File: config.mk
export PLATFORM = sky130hd
export DESIGN_NAME = slot_pulse_tx
export DESIGN_NICKNAME = d
export VERILOG_FILES = /design/src/rtl/slot_tx_pkg.sv /design/src/rtl/sym_fifo.sv /design/src/rtl/slot_pulse_tx.sv
export SDC_FILE = /design/constraint.sdc
export NUM_CORES = 1
export LEC_CHECK = 0
export BUFFER_PORTS_ARGS = -buffer_cell sky130_fd_sc_hd__buf_4
export CELL_PAD_IN_SITES_DETAIL_PLACEMENT = 1
export CELL_PAD_IN_SITES_GLOBAL_PLACEMENT = 1
export CORE_ASPECT_RATIO = 0.9
export CORE_MARGIN = 1
export CORE_UTILIZATION = 43
export DETAILED_ROUTE_END_ITERATION = 16
export PLACE_DENSITY_LB_ADDON = 0.3
export SYNTH_ARGS = -nofsm -noshare
export SYNTH_HDL_FRONTEND = slang
export SYNTH_SLANG_ARGS = --single-unit
File: constraint.sdc
create_clock -name CLOCK_200m -period 3.03 [get_ports CLOCK_200m]
set_input_delay 0.303 -clock CLOCK_200m [delete_from_list [all_inputs] [get_ports CLOCK_200m]]
set_output_delay 0.303 -clock CLOCK_200m [all_outputs]
set_load 0.005 [all_outputs]
File: src/rtl/slot_tx_pkg.sv
// Shared types and defaults for the slot-pulse transmitter.
// SYM_W matches the RX counter's num port so both ends agree on symbol width.
package slot_tx_pkg;
  localparam int SYM_W           = 7;
  localparam int SLOT_CYCLES_DEF = 20;

  typedef logic [SYM_W-1:0] sym_t;

  typedef enum logic {
    IDLE = 1'b0,
    RUN  = 1'b1
  } tx_state_t;

  // Pulse length is the symbol value saturated at the slot length.
  function automatic sym_t clamp_len(input sym_t v, input sym_t lim);
    return (v > lim) ? lim : v;
  endfunction
endpackage

File: src/rtl/sym_fifo.sv
// Small synchronous FIFO with registered full/empty flags.
// There is no fall-through: a written word becomes poppable on the following edge.
module sym_fifo #(
  parameter int  DEPTH  = 4,
  parameter type data_t = logic [7:0]
) (
  input  logic  CLOCK_200m,
  input  logic  rst_n,
  input  logic  push,
  input  logic  pop,
  input  data_t wdata,
  output data_t rdata,
  output logic  full,
  output logic  empty
);
  localparam int AW = (DEPTH > 1) ? $clog2(DEPTH) : 1;
  localparam logic [AW:0] DEPTH_CNT = (AW+1)'(DEPTH);

  generate
    if (DEPTH < 2 || (DEPTH & (DEPTH - 1)) != 0) begin : g_bad_depth
      $error("sym_fifo: DEPTH must be a power of 2 and at least 2");
    end
  endgenerate

  data_t         mem [DEPTH];
  logic [AW-1:0] wr_ptr;
  logic [AW-1:0] rd_ptr;
  logic [AW:0]   count;
  logic [AW:0]   count_nxt;
  logic          do_push;
  logic          do_pop;

  assign do_push = push && !full;
  assign do_pop  = pop && !empty;
  assign rdata   = mem[rd_ptr];

  always_comb begin
    count_nxt = count;
    if (do_push && !do_pop) begin
      count_nxt = count + 1'b1;
    end else if (!do_push && do_pop) begin
      count_nxt = count - 1'b1;
    end
  end

  always_ff @(posedge CLOCK_200m or negedge rst_n) begin
    if (!rst_n) begin
      wr_ptr <= '0;
      rd_ptr <= '0;
      count  <= '0;
      full   <= 1'b0;
      empty  <= 1'b1;
    end else begin
      if (do_push) wr_ptr <= wr_ptr + 1'b1;
      if (do_pop)  rd_ptr <= rd_ptr + 1'b1;
      count <= count_nxt;
      full  <= (count_nxt == DEPTH_CNT);
      empty <= (count_nxt == '0);
    end
  end

  // Storage is not reset; the flags alone decide what is valid.
  always_ff @(posedge CLOCK_200m) begin
    if (do_push) mem[wr_ptr] <= wdata;
  end
endmodule

File: src/rtl/slot_pulse_tx.sv
// Slot-pulse transmitter: each buffered symbol becomes a pulse of that many clocks
// at the start of a fixed SLOT_CYCLES-clock slot on outputIO.
//
//   state | meaning
//   IDLE  | output low, waiting for enable and a buffered symbol
//   RUN   | slots back to back; enable and FIFO sampled only at the slot boundary
module slot_pulse_tx
  import slot_tx_pkg::*;
#(
  parameter int SLOT_CYCLES = SLOT_CYCLES_DEF,
  parameter int FIFO_DEPTH  = 4
) (
  input  logic        CLOCK_200m,
  input  logic        rst_n,
  input  logic        enable,
  input  logic        sym_valid,
  input  logic [6:0]  sym_data,
  output logic        sym_ready,
  output logic        outputIO,
  output logic        slot_start,
  output logic [7:0]  underrun_cnt,
  output logic [15:0] sent_cnt
);
  generate
    if (SLOT_CYCLES < 2 || SLOT_CYCLES > 127) begin : g_bad_slot
      $error("slot_pulse_tx: SLOT_CYCLES must be in 2..127");
    end
  endgenerate

  localparam sym_t SLOT_LEN  = sym_t'(SLOT_CYCLES);
  localparam sym_t SLOT_LAST = sym_t'(SLOT_CYCLES - 1);

  tx_state_t state, state_nxt;
  sym_t      slot_cnt, slot_cnt_nxt;
  sym_t      cur_len, cur_len_nxt;
  sym_t      fifo_rdata;
  logic      fifo_full;
  logic      fifo_empty;
  logic      fifo_pop;
  logic      out_nxt;
  logic      start_nxt;
  logic      sent_inc;
  logic      under_inc;

  assign sym_ready = !fifo_full;

  sym_fifo #(
    .DEPTH  (FIFO_DEPTH),
    .data_t (sym_t)
  ) u_fifo (
    .CLOCK_200m (CLOCK_200m),
    .rst_n      (rst_n),
    .push       (sym_valid && sym_ready),
    .pop        (fifo_pop),
    .wdata      (sym_data),
    .rdata      (fifo_rdata),
    .full       (fifo_full),
    .empty      (fifo_empty)
  );

  always_comb begin
    state_nxt    = state;
    slot_cnt_nxt = slot_cnt;
    cur_len_nxt  = cur_len;
    fifo_pop     = 1'b0;
    start_nxt    = 1'b0;
    sent_inc     = 1'b0;
    under_inc    = 1'b0;
    case (state)
      IDLE: begin
        if (enable && !fifo_empty) begin
          fifo_pop     = 1'b1;
          cur_len_nxt  = clamp_len(fifo_rdata, SLOT_LEN);
          slot_cnt_nxt = '0;
          start_nxt    = 1'b1;
          sent_inc     = 1'b1;
          state_nxt    = RUN;
        end
      end
      RUN: begin
        if (slot_cnt == SLOT_LAST) begin
          slot_cnt_nxt = '0;
          if (!enable) begin
            cur_len_nxt = '0;
            state_nxt   = IDLE;
          end else if (!fifo_empty) begin
            fifo_pop    = 1'b1;
            cur_len_nxt = clamp_len(fifo_rdata, SLOT_LEN);
            start_nxt   = 1'b1;
            sent_inc    = 1'b1;
          end else begin
            cur_len_nxt = '0;
            start_nxt   = 1'b1;
            under_inc   = 1'b1;
          end
        end else begin
          slot_cnt_nxt = slot_cnt + 1'b1;
        end
      end
      default: state_nxt = IDLE;
    endcase
    // Output is registered, so it is computed from the values entering the next cycle.
    out_nxt = (state_nxt == RUN) && (slot_cnt_nxt < cur_len_nxt);
  end

  always_ff @(posedge CLOCK_200m or negedge rst_n) begin
    if (!rst_n) begin
      state        <= IDLE;
      slot_cnt     <= '0;
      cur_len      <= '0;
      outputIO     <= 1'b0;
      slot_start   <= 1'b0;
      sent_cnt     <= '0;
      underrun_cnt <= '0;
    end else begin
      state      <= state_nxt;
      slot_cnt   <= slot_cnt_nxt;
      cur_len    <= cur_len_nxt;
      outputIO   <= out_nxt;
      slot_start <= start_nxt;
      if (sent_inc) sent_cnt <= sent_cnt + 16'd1;
      if (under_inc && underrun_cnt != 8'hFF) underrun_cnt <= underrun_cnt + 8'd1;
    end
  end
endmodule

==> summary.txt, run 1 <==
syn_nets: 299
antenna cells: 0
worst slack, placed: -321 ps
gr usage total: 18.9%
WL per Instance: 16.8 microns
Setup WS post-layout: 17.4 ps
mux share of post-synthesis cell area: 4.18%
die width: 97.2 microns
Worst Hold End: u_fifo.mem[0][1]$_DFFE_PP_
Sw Pwr: 1220 uW
XOR/XNOR share of the synthesized area: 7.00%
crit-path leading delay family: compound AO/OA/AOI/OAI gates
P&R area growth vs syn: 21.2%
leakage power: 0.00185 uW
Worst Skew: 11.3 ps
Sequential Power Share: 43.1%
Least-Margin Pin Slew: 756 ps
Skew-Pair Late Insertion Delay: 350 ps
CTS tree: yes
Routed WL: 7320 microns
crit path time final: 3010 ps
# IOs: 38
ANT nets after route: 0
simple-gate area share of the yosys netlist: 13.2%
worst hold slack: 151 ps
asr flop ratio synth: 64.1%
FP Rows: 30
DIE AREA: 8520 sq um
layout cell share with drive strength beyond 1: 27.7%
initial antenna violation count: 0
syn avg cell area: 12.8 sq um
Cell Area, Synth: 3510 sq um
#FFs+latches synth: 78
slew margin rel.: 49.5%
Max Slew Vio Count: 0
Critical-path top delay cell: or4b_4
register area share after synthesis: 59.7%
router iterations before antenna repair: 7
worst-case reg-to-reg path depth: 11
DRT met1 WL: 3390 microns
die span in y: 87.7 microns
IO buf count: 37
Critical R2R Launch: slot_cnt[3]$_DFF_PN0_
Synth warnings: 0
clk slew on worst S/H paths: 80 ps
crit path buf inv count: 0
met3 WL: 205 microns
Worst Path Class, Setup: reg -> reg
status: completed
Root Driver: clkbuf_8
Compound-Gate Fraction of Synth Area: 8.53%
Post-Synth Adder-Cell Area: 5.35%
worst hold path class: in -> reg
crit end category: register
Clock power frac: 19.6%
vias: 2,345
Top FF cell, synth: dfrtp_1
setup violators final: 0
CP Data Required Time: 3300 ps
hold path start: sym_data[1]
Initial Util: 45.3%
synth unique cells: 44
Final period util: 99.4%
pwr dens: 824 nW/um^2
Post-synth EDFFs: 28
first-pass GRT wire length: 12,300 microns
Peak Freq: 332 MHz
Final Power: 3500 uW
CTS max path bufs: 2
fin nets: 360
core area: 7730 sq um
final hold viol count: 0
Max Used Layer: met4
largest net degree at the start of global routing: 51
Pint: 2280 uW
crit path DAT: 3280 ps
number of vias per cell: 5.39
hold path cells: 1
First DRT Iteration DRCs: 95
maxcap violations: 0
# placed instances: 415
sw frac: 35.0%
Comb pwr share: 37.3%
Syn Inst Count: 273
Final Non-Filler Cells: 435
gr ovfl total: 0
TritonCTS Sinks: 78
DP Wirelength: 5130 microns
met2 WL: 3660 microns
DRC Markers: 0
Fillers: 801
CTS Buf Count: 9
CP Cell Sequence: or4b_4 > o21ai_4 > nor2_1 > o21ai_0 > o21ai_0 > ha_1 > a21o_1 > a21o_1 > a2111oi_4 > o2111ai_1 > o21ai_1
Post-Route Utilization: 54.9%
Crit Path Max Fanout: 4
worst reg2reg setup slack: 20 ps
startpoint type of the worst setup path: register
Placer Congestion: 0.811
vias in the first global route: 2,475
H-Tree Depth: 3
CP max stage delay: 560 ps
Peak supply drop: 365 uV
FF-to-FF End: outputIO$_DFF_PN0_
main combinational cell family by area after synthesis: simple AND/OR/NAND/NOR gates
layout by cell type, fill, tap and decap left out, types with 3 or more instances in the layout:
cell type,count
buf_4,54
dfrtp_1,49
edfxtp_1,28
xnor2_1,24
nand2_1,14
inv_1,14
ha_1,14
o21ai_0,12
nand4_1,12
clkbuf_8,9
nand3_1,8
nor2_1,7
and3_1,7
mux4_2,6
nor3_1,6
o21ai_1,5
a21o_1,5
nand2b_1,4
or2_2,4
a31oi_1,4
and2_1,4
xor2_1,4
nor2b_1,3
a21oi_1,3
worst reg2reg max path, cell delays in order, from the launching register on:
cell       delay [ps]
dfrtp_1           390
or4b_4            560
o21ai_4           200
nor2_1             90
o21ai_0           190
o21ai_0           180
ha_1              240
a21o_1            180
a21o_1            190
a2111oi_4         410
o2111ai_1         170
o21ai_1           150
power groups by stage:
stage / combinational, uW / clock, uW / sequential [uW]
floorplan: 775 / 0 / 1500
global placement: 1130 / 0 / 1520
detailed placement: 1200 / 0 / 1530
CTS: 1280 / 713 / 1510
global route: 1450 / 754 / 1540
finish: 1310 / 686 / 1510
area by class of cell:
| cell class | count | area [sq um] | area share, % |
|---|---|---|---|
| Multi-Input combinational cell | 176 | 1400 | 32.8 |
| Inverter | 14 | 52.6 | 1.24 |
| Timing Repair Buffer | 55 | 415 | 9.78 |
| Sequential cell | 78 | 2090 | 49.3 |
| Tap cell | 96 | 120 | 2.83 |
| Clock inverter | 7 | 47.5 | 1.12 |
| Clock buffer | 9 | 124 | 2.92 |
sequential cells by signal (all words and copies together) (netlist names), 2 cells and up:
signal / flops
slot_cnt: 7
sent_cnt: 16
underrun_cnt: 8
u_fifo.count: 3
u_fifo.mem: 28
u_fifo.rd_ptr: 2
cur_len: 7
u_fifo.wr_ptr: 2
metrics by stage:
| step | setup TNS, ps | area [sq um] |
|---|---|---|
| 6_report | 0 | 4250 |
| 5_1_grt | -49.4 | 4250 |
| 4_1_cts | 0 | 4210 |
| 3_5_place_dp | -321 | 3990 |
| 3_3_place_gp | 0 | 3990 |
| 2_1_floorplan | 0 | 3510 |
synth_stat cells (2+ instances only):
| cell type | count | area share (%) |
|---|---|---|
| mux4_2 | 6 | 3.9 |
| o21ai_0 | 17 | 2.4 |
| nor3_1 | 6 | 0.86 |
| nand3_1 | 8 | 1.1 |
| a31oi_1 | 4 | 0.71 |
| nand2b_1 | 4 | 0.71 |
| nand2_1 | 15 | 1.6 |
| a21o_1 | 5 | 1.1 |
| inv_1 | 14 | 1.5 |
| or2_2 | 4 | 0.71 |
| a2111oi_0 | 2 | 0.50 |
| nor2b_1 | 3 | 0.54 |
| nor2_1 | 9 | 0.96 |
| xor2_1 | 4 | 1.0 |
| and2_1 | 4 | 0.71 |
| a211oi_1 | 2 | 0.43 |
| ha_1 | 15 | 5.4 |
| a21oi_1 | 4 | 0.57 |
| edfxtp_1 | 28 | 24 |
| nand4_1 | 12 | 2.1 |
| dfrtp_1 | 49 | 35 |
| a21boi_0 | 2 | 0.43 |
| and3_1 | 7 | 1.2 |
| a22oi_1 | 2 | 0.43 |
| xnor2_1 | 24 | 6.0 |
| clkbuf_1 | 5 | 0.54 |
cell families after synthesis:
family	count (synthesis)
flip-flops	78
buffers and inverters	19
XOR/XNOR	28
AND/OR/NAND/NOR	81
adder cells (fa/ha/maj)	15
AO/OA/AOI/OAI	45
multiplexers	7
repair_timing:
item	in CTS	in global routing
resized for setup	4	11
hold buffers	1	0
endpoints found under the hold margin	4	0
endpoints found under the setup margin	1	1
pin swaps	2	10
setup buffers	2	1
routing by layer:
metal / up-vias / track usage [%]
li1: 1123 / -
met1: 1185 / 24.1
met2: 31 / 31.2
met3: 6 / 5.43
met4: 0 / 6.24
met5: - / 0
how the worst max path moves through the flow:
stage / start / endpoint / slack (ps) / cells past startpoint
finish: slot_cnt[3]$_DFF_PN0_ / outputIO$_DFF_PN0_ / 20 / 11
global route: slot_cnt[3]$_DFF_PN0_ / outputIO$_DFF_PN0_ / -50 / 11
CTS: slot_cnt[3]$_DFF_PN0_ / outputIO$_DFF_PN0_ / 30 / 11
detailed placement: slot_cnt[3]$_DFF_PN0_ / outputIO$_DFF_PN0_ / -320 / 11
global placement: slot_cnt[3]$_DFF_PN0_ / outputIO$_DFF_PN0_ / 10 / 11
floorplan: slot_cnt[3]$_DFF_PN0_ / outputIO$_DFF_PN0_ / 20 / 10
(Power assumes the default switching activity.)
==> run 2: changes to the inputs <==
--- a/config.mk
+++ b/config.mk
@@ -8,7 +8,7 @@
 export BUFFER_PORTS_ARGS = -buffer_cell sky130_fd_sc_hd__buf_4
 export CELL_PAD_IN_SITES_DETAIL_PLACEMENT = 1
 export CELL_PAD_IN_SITES_GLOBAL_PLACEMENT = 1
-export CORE_ASPECT_RATIO = 0.9
+export CORE_ASPECT_RATIO = 0.5
 export CORE_MARGIN = 1
 export CORE_UTILIZATION = 43
 export DETAILED_ROUTE_END_ITERATION = 16
==> summary.txt, run 2 (synthesized netlist as in run 1, its figures left out) <==
crit end category: register
Clock power frac: 27.9% (+8.3 points)
Multi-input gate area: 1370 sq um (-1.5%)
Routed WL: 7800 microns (+6.6%)
vias in the first global route: 2,592 (+4.7%)
CTS Buf Count: 9 (unchanged)
startpoint type of the worst setup path: register
Least-Margin Pin Slew: 733 ps (-22.6 ps)
Root Driver: clkbuf_16
Skew-Pair Late Insertion Delay: 340 ps (about the same)
die span in y: 65.9 microns (-25%)
initial antenna violation count: 0 (unchanged)
Setup WS post-layout: 57.6 ps (+40.2 ps)
H-Tree Depth: 3 (unchanged)
commonest cells after routing, fill and taps aside: buf_4 (53), dfrtp_1 (49), edfxtp_1 (28)
IO buf count: 37 (unchanged)
vias: 2,394 (+2.1%)
final hold viol count: 25 (+25)
leakage power: 0.00190 uW (+2.9%)
fin nets: 358 (-0.56%)
CTS tree: yes
DP Wirelength: 5730 microns (+12%)
maxcap violations: 0 (unchanged)
ANT nets after route: 0 (unchanged)
worst hold slack: -11.0 ps (-162 ps)
router iterations before antenna repair: 4 (-3)
Worst Path Class, Setup: reg -> reg
CTS max path bufs: 2 (unchanged)
max FFs per register: 28 (unchanged)
P&R area growth vs syn: 24.3%
clk slew on worst S/H paths: 60 ps (-20 ps)
Final period util: 98.1% (-1.3 points)
Initial Util: 46.1% (+0.81 points)
crit path time final: 2970 ps (-40.2 ps)
Peak Freq: 336 MHz (+1.4%)
failing checks: negative hold slack
status: finished with violations
Crit Path Max Fanout: 5 (+1)
worst reg2reg setup slack: 60 ps (+40 ps)
Comb pwr share: 33.3% (-4.0 points)
gr usage total: 20.9% (+2.0 points)
die width: 130 microns (+33%)
gr ovfl total: 0 (unchanged)
# IOs: 38 (unchanged)
DRC Markers: 0 (unchanged)
Hold Buf Count CTS: 0 (-1)
core area: 7600 sq um (-1.7%)
Critical-path top delay cell: or4b_4
setup violators final: 0 (unchanged)
first-pass GRT wire length: 13,000 microns (+5.6%)
sw frac: 33.2% (-1.8 points)
Critical R2R Launch: slot_cnt[6]$_DFF_PN0_
WL per Instance: 17.5 microns (+4.2%)
pwr dens: 900 nW/um^2 (+9.2%)
FF-to-FF End: outputIO$_DFF_PN0_
post-route design area: 4360 sq um (+2.6%)
CP max stage delay: 580 ps (+20 ps)
FP Rows: 22 (-27%)
Fillers: 791 (-1.2%)
worst-case reg-to-reg path depth: 11 (unchanged)
Largest regs: u_fifo.mem x28, sent_cnt x16, underrun_cnt x8
CP Data Required Time: 3290 ps (about the same)
layout cell share with drive strength beyond 1: 27.0% (-0.73 points)
Pint: 2620 uW (+15%)
largest net degree at the start of global routing: 51 (unchanged)
worst hold path class: in -> async
Biggest register: u_fifo.mem
TritonCTS Sinks: 78 (unchanged)
Worst Skew: 6.43 ps (-4.88 ps)
slew margin rel.: 50.7% (+1.2 points)
commonest non-fill, non-tap cell in the layout: buf_4
Post-Route Utilization: 57.4% (+2.4 points)
Max Slew Vio Count: 0 (unchanged)
number of vias per cell: 5.38 (-0.20%)
most frequent CP cell: o21ai_1
Sw Pwr: 1300 uW (+6.4%)
RSZ-0062 raised after global routing: false
Placer Congestion: 0.855 (+5.5%)
First DRT Iteration DRCs: 79 (-17%)
Sequential Power Share: 38.8% (-4.3 points)
Peak supply drop: 329 uV (-9.9%)
crit path DAT: 3230 ps (-50 ps)
antenna cells: 0 (unchanged)
DIE AREA: 8540 sq um (+0.25%)
Post-Place Cell Area: 4010 sq um (+0.38%)
worst slack, placed: -319 ps (+1.73 ps)
FF+latch area: 2090 sq um (unchanged)
CP Cell Sequence: or4b_4 > o21ai_4 > nor2_1 > o21ai_1 > o21ai_1 > ha_1 > a21o_1 > a21o_1 > a2111oi_4 > o2111ai_1 > o21ai_1
## run 2: cell types whose count changed in the layout (fill, tap and decap cells not counted), moves of 2 or more
cell	before	now
clkbuf_8	9	0
clkinv_1	2	0
clkbuf_16	0	9
clkinv_4	2	0
## run 2: metal layers
layer	GRT usage [%]	wire [microns]	share of wire, %	vias to the layer above
met5	0	0	0	-
met2	36.8	3930	50	53
met1	25.1	3450	44	1209
met4	7.12	102	1.3	0
met3	5.42	315	4.0	12
li1	-	-	-	1120
## run 2: layout make-up
type	count	area share, %
Clock buffer	9	5.17
Tap cell	108	3.10
Clock inverter	7	1.84
Timing Repair Buffer	53	9.13
Multi-Input combinational cell	176	31.5
Sequential cell	78	48.0
Inverter	14	1.21
## run 2: worst max-delay path by stage
stage / startpoint / end / cells after the start / slack (ps)
3_3_place_gp: slot_cnt[3]$_DFF_PN0_ / outputIO$_DFF_PN0_ / 11 / 70
3_5_place_dp: slot_cnt[3]$_DFF_PN0_ / outputIO$_DFF_PN0_ / 11 / -320
2_1_floorplan: slot_cnt[3]$_DFF_PN0_ / outputIO$_DFF_PN0_ / 10 / 20
4_1_cts: slot_cnt[3]$_DFF_PN0_ / outputIO$_DFF_PN0_ / 11 / 1
6_report: slot_cnt[6]$_DFF_PN0_ / outputIO$_DFF_PN0_ / 11 / 60
5_1_grt: slot_cnt[6]$_DFF_PN0_ / outputIO$_DFF_PN0_ / 11 / 1
## run 2: critical path: cells and delay by family, from the launching register on
| kind | cells | cell delay, ps |
|---|---|---|
| flops | 1 | 390 |
| compound gates | 8 | 1540 |
| simple gates | 2 | 650 |
| fa+ha+maj | 1 | 310 |
## run 2: what timing repair did
item,4_1_cts,5_1_grt
endpoints found under the setup margin,1,1
gates resized for setup,6,5
pin swaps,0,6
buffers inserted,1,1
## run 2: power by group through the flow
stage | sequential [uW] | combinational [uW] | clock, uW
final | 1520 | 1310 | 1100
after global routing | 1560 | 1450 | 1160
after CTS | 1530 | 1300 | 1120
after detailed placement | 1540 | 1210 | 0
after global placement | 1510 | 1120 | 0
after floorplan | 1500 | 775 | 0
## run 2: stage by stage
stage	setup TNS (ps)	total power (uW)	std cells
6_report	0	3920	445
5_1_grt	0	4160	445
4_1_cts	0	3940	444
3_5_place_dp	-319	2750	427
3_3_place_gp	0	2630	427
2_1_floorplan	0	2280	273
==> run 3: changes to the inputs <==
--- a/config.mk
+++ b/config.mk
@@ -15,4 +15,5 @@
 export PLACE_DENSITY_LB_ADDON = 0.3
 export SYNTH_ARGS = -nofsm -noshare
 export SYNTH_HDL_FRONTEND = slang
+export SYNTH_HIERARCHICAL = 1
 export SYNTH_SLANG_ARGS = --single-unit
==> summary.txt, run 3 <==
status: completed
router iterations before antenna repair: 4 (unchanged)
area leader, netlist: dfrtp_1
final hold viol count: 0 (-100%)
FP Rows: 23 (+4.5%)
antenna cells: 0 (unchanged)
CTS Buf Count: 9 (unchanged)
crit end category: register
slew margin rel.: 55.5% (+4.8 points)
# placed instances: 447 (+4.7%)
leakage power: 0.00187 uW (-1.7%)
Worst Path Class, Setup: reg -> reg
gr usage total: 20.4% (-0.47 points)
simple-gate area share of the yosys netlist: 15.9% (+2.7 points)
Post-synth EDFFs: 28 (unchanged)
Root Driver: clkbuf_16
gr ovfl total: 0 (unchanged)
XOR/XNOR share of the synthesized area: 6.57% (-0.42 points)
Largest regs: u_fifo/mem x28, sent_cnt x16, underrun_cnt x8
Critical R2R Launch: u_fifo/rd_ptr[0]$_DFFE_PN0P_
crit path DAT: 3140 ps (-90 ps)
ANT nets after route: 0 (unchanged)
worst hold path class: in -> async
synth unique cells: 54 (+23%)
initial antenna violation count: 0 (unchanged)
#FFs+latches synth: 78 (unchanged)
max FFs per register: 28 (unchanged)
most common cell in the netlist: dfrtp_1
Peak Freq: 349 MHz (+3.7%)
RSZ-0062 raised after global routing: false
worst reg2reg setup slack: 160 ps (+110 ps)
Skew-Pair Late Insertion Delay: 330 ps (about the same)
CTS tree: yes
Final Non-Filler Cells: 463 (+4.0%)
Final Power: 3800 uW (-3.0%)
CP Data Required Time: 3300 ps (about the same)
vias in the first global route: 2,602 (+0.39%)
IO buf count: 37 (unchanged)
# IOs: 38 (unchanged)
DRC Markers: 0 (unchanged)
clk slew on worst S/H paths: 60 ps (about the same)
number of vias per cell: 5.42 (+0.81%)
main combinational cell family by area after synthesis: simple AND/OR/NAND/NOR gates
Post-Synth Adder-Cell Area: 5.06% (-0.30 points)
pwr dens: 863 nW/um^2 (-4.2%)
maxcap violations: 0 (unchanged)
Compound-Gate Fraction of Synth Area: 8.59% (+0.065 points)
Fin Setup TNS: 0 ps (unchanged)
FF-to-FF End: outputIO$_DFF_PN0_
First DRT Iteration DRCs: 81 (+2.5%)
syn avg cell area: 12.4 sq um (-3.3%)
worst-case reg-to-reg path depth: 8 (-3)
Biggest register: u_fifo/mem
top cell type's share of synthesized area: 33.0% (-1.9 points)
mux share of post-synthesis cell area: 5.16% (+0.98 points)
fin nets: 372 (+3.9%)
setup violators final: 0 (unchanged)
Synth area leaders: dfrtp_1 (33%), edfxtp_1 (23%), ha_1 (5.1%)
commonest non-fill, non-tap cell in the layout: dfrtp_1
Fillers: 874 (+10%)
Least-Margin Pin Slew: 668 ps (-65.3 ps)
Placer Congestion: 0.850 (-0.61%)
WL per Instance: 18.2 microns (+4.0%)
core area: 8170 sq um (+7.6%)
first-pass GRT wire length: 13,500 microns (+3.8%)
H-Tree Depth: 3 (unchanged)
Crit Path Max Fanout: 8 (+3)
Synth warnings: 6 (+6)
# Post-CTS Setup Buffers: 0 (-1)
Top FF cell, synth: dfrtp_1
DP Wirelength: 6000 microns (+4.8%)
syn_nets: 325 (+8.7%)
synth cell count leaders: dfrtp_1 (49), edfxtp_1 (28), nand2_1 (20)
Post-Route Utilization: 54.0% (-3.4 points)
commonest cells after routing, fill and taps aside: dfrtp_1 (48), buf_4 (43), edfxtp_1 (28)
Final period util: 94.6% (-3.5 points)
Max Slew Vio Count: 0 (unchanged)
Resized cells post-CTS: 0 (-6)
P&R area growth vs syn: 18.8%
TritonCTS Sinks: 78 (unchanged)
Hold Buf Count CTS: 0 (unchanged)
vias: 2,511 (+4.9%)
Worst Skew: 3.68 ps (-2.75 ps)
asr flop ratio synth: 64.1% (unchanged)
die span in y: 67.7 microns (+2.8%)
die width: 133 microns (+2.9%)
Initial Util: 45.4% (-0.72 points)
DIE AREA: 9030 sq um (+5.7%)
Syn Inst Count: 299 (+9.5%)
Routed WL: 8440 microns (+8.2%)
register area share after synthesis: 56.4% (-3.3 points)
CTS max path bufs: 2 (unchanged)
startpoint type of the worst setup path: register
Cell Area, Synth: 3710 sq um (+5.9%)
layout cell share with drive strength beyond 1: 21.7% (-5.4 points)
crit path time final: 2870 ps (-105 ps)
Peak supply drop: 341 uV (+3.6%)
largest net degree at the start of global routing: 51 (unchanged)
run 3: cell types whose count changed after synthesis, moves of 4 or more:
cell     previous run  this run
nand2_1            15        20
nor3_1              6        10
or2_2               4         0
nand4_1            12         8
nor2_1              9        17
a21oi_1             4         8
a31oi_1             4         0
nand3_1             8        14
inv_1              14         9
xnor2_1            24        19
run 3: stage by stage:
| stage | hold WS [ps] | instance area [sq um] | setup slack (ps) |
|---|---|---|---|
| 2_1_floorplan | 7.41 | 3710 | 387 |
| 3_3_place_gp | 377 | 4130 | 186 |
| 3_5_place_dp | 389 | 4130 | 130 |
| 4_1_cts | 30.9 | 4410 | 17.3 |
| 5_1_grt | 49.3 | 4410 | 14.6 |
| 6_report | 3.08 | 4410 | 163 |
run 3: how the worst max path moves through the flow:
stage	from	to	slack, ps
finish	u_fifo/rd_ptr[0]$_DFFE_PN0P_	outputIO$_DFF_PN0_	160
global route	slot_cnt[6]$_DFF_PN0_	outputIO$_DFF_PN0_	10
CTS	u_fifo/rd_ptr[0]$_DFFE_PN0P_	outputIO$_DFF_PN0_	20
detailed placement	u_fifo/rd_ptr[0]$_DFFE_PN0P_	outputIO$_DFF_PN0_	130
global placement	u_fifo/rd_ptr[0]$_DFFE_PN0P_	outputIO$_DFF_PN0_	190
floorplan	u_fifo/rd_ptr[0]$_DFFE_PN0P_	outputIO$_DFF_PN0_	390
run 3: cell families (layout without fill, tap and decap cells):
| family | after synthesis | in the layout |
|---|---|---|
| XOR/XNOR | 27 | 27 |
| buffers and inverters | 17 | 69 |
| multiplexers | 10 | 10 |
| flip-flops | 78 | 78 |
| AO/OA/AOI/OAI | 46 | 46 |
| adder cells (fa/ha/maj) | 15 | 15 |
| AND/OR/NAND/NOR | 106 | 106 |
run 3: worst max-delay path, stage by stage, from the launching register on:
cell	delay [ps]
dfrtp_2	500
mux4_2	570
a2111oi_1	560
a2bb2oi_1	200
ha_1	260
a21oi_1	210
o21bai_1	110
a221oi_1	220
o31a_1	180
run 3: report_power, final:
part	leakage, uW	total, uW	internal (uW)	switching (uW)
Combinational	0.000824	1220	575	649
Sequential	0.000907	1550	1330	215
Clock	0.000135	1030	628	406
Total	0.00187	3800	2530	1270
run 3: final cells by class:
class                      instances  area (sq um)  area share [%]
multi-input combinational        204          1530            34.8
clock inverter                     6          53.8            1.22
tap                              112           140            3.18
clock buffer                      10           229            5.19
sequential                        78          2090            47.5
timing repair buffer              43           323            7.32
inverter                          10          37.5           0.851
run 3: per-layer routing:
layer  global-route usage (%)  wire (microns)  share of wire (%)
met4                     7.10              93                1.1
met3                     6.01             294                3.5
met2                     35.5            4210                 50
met1                     24.7            3840                 45
met5                        0               0                  0
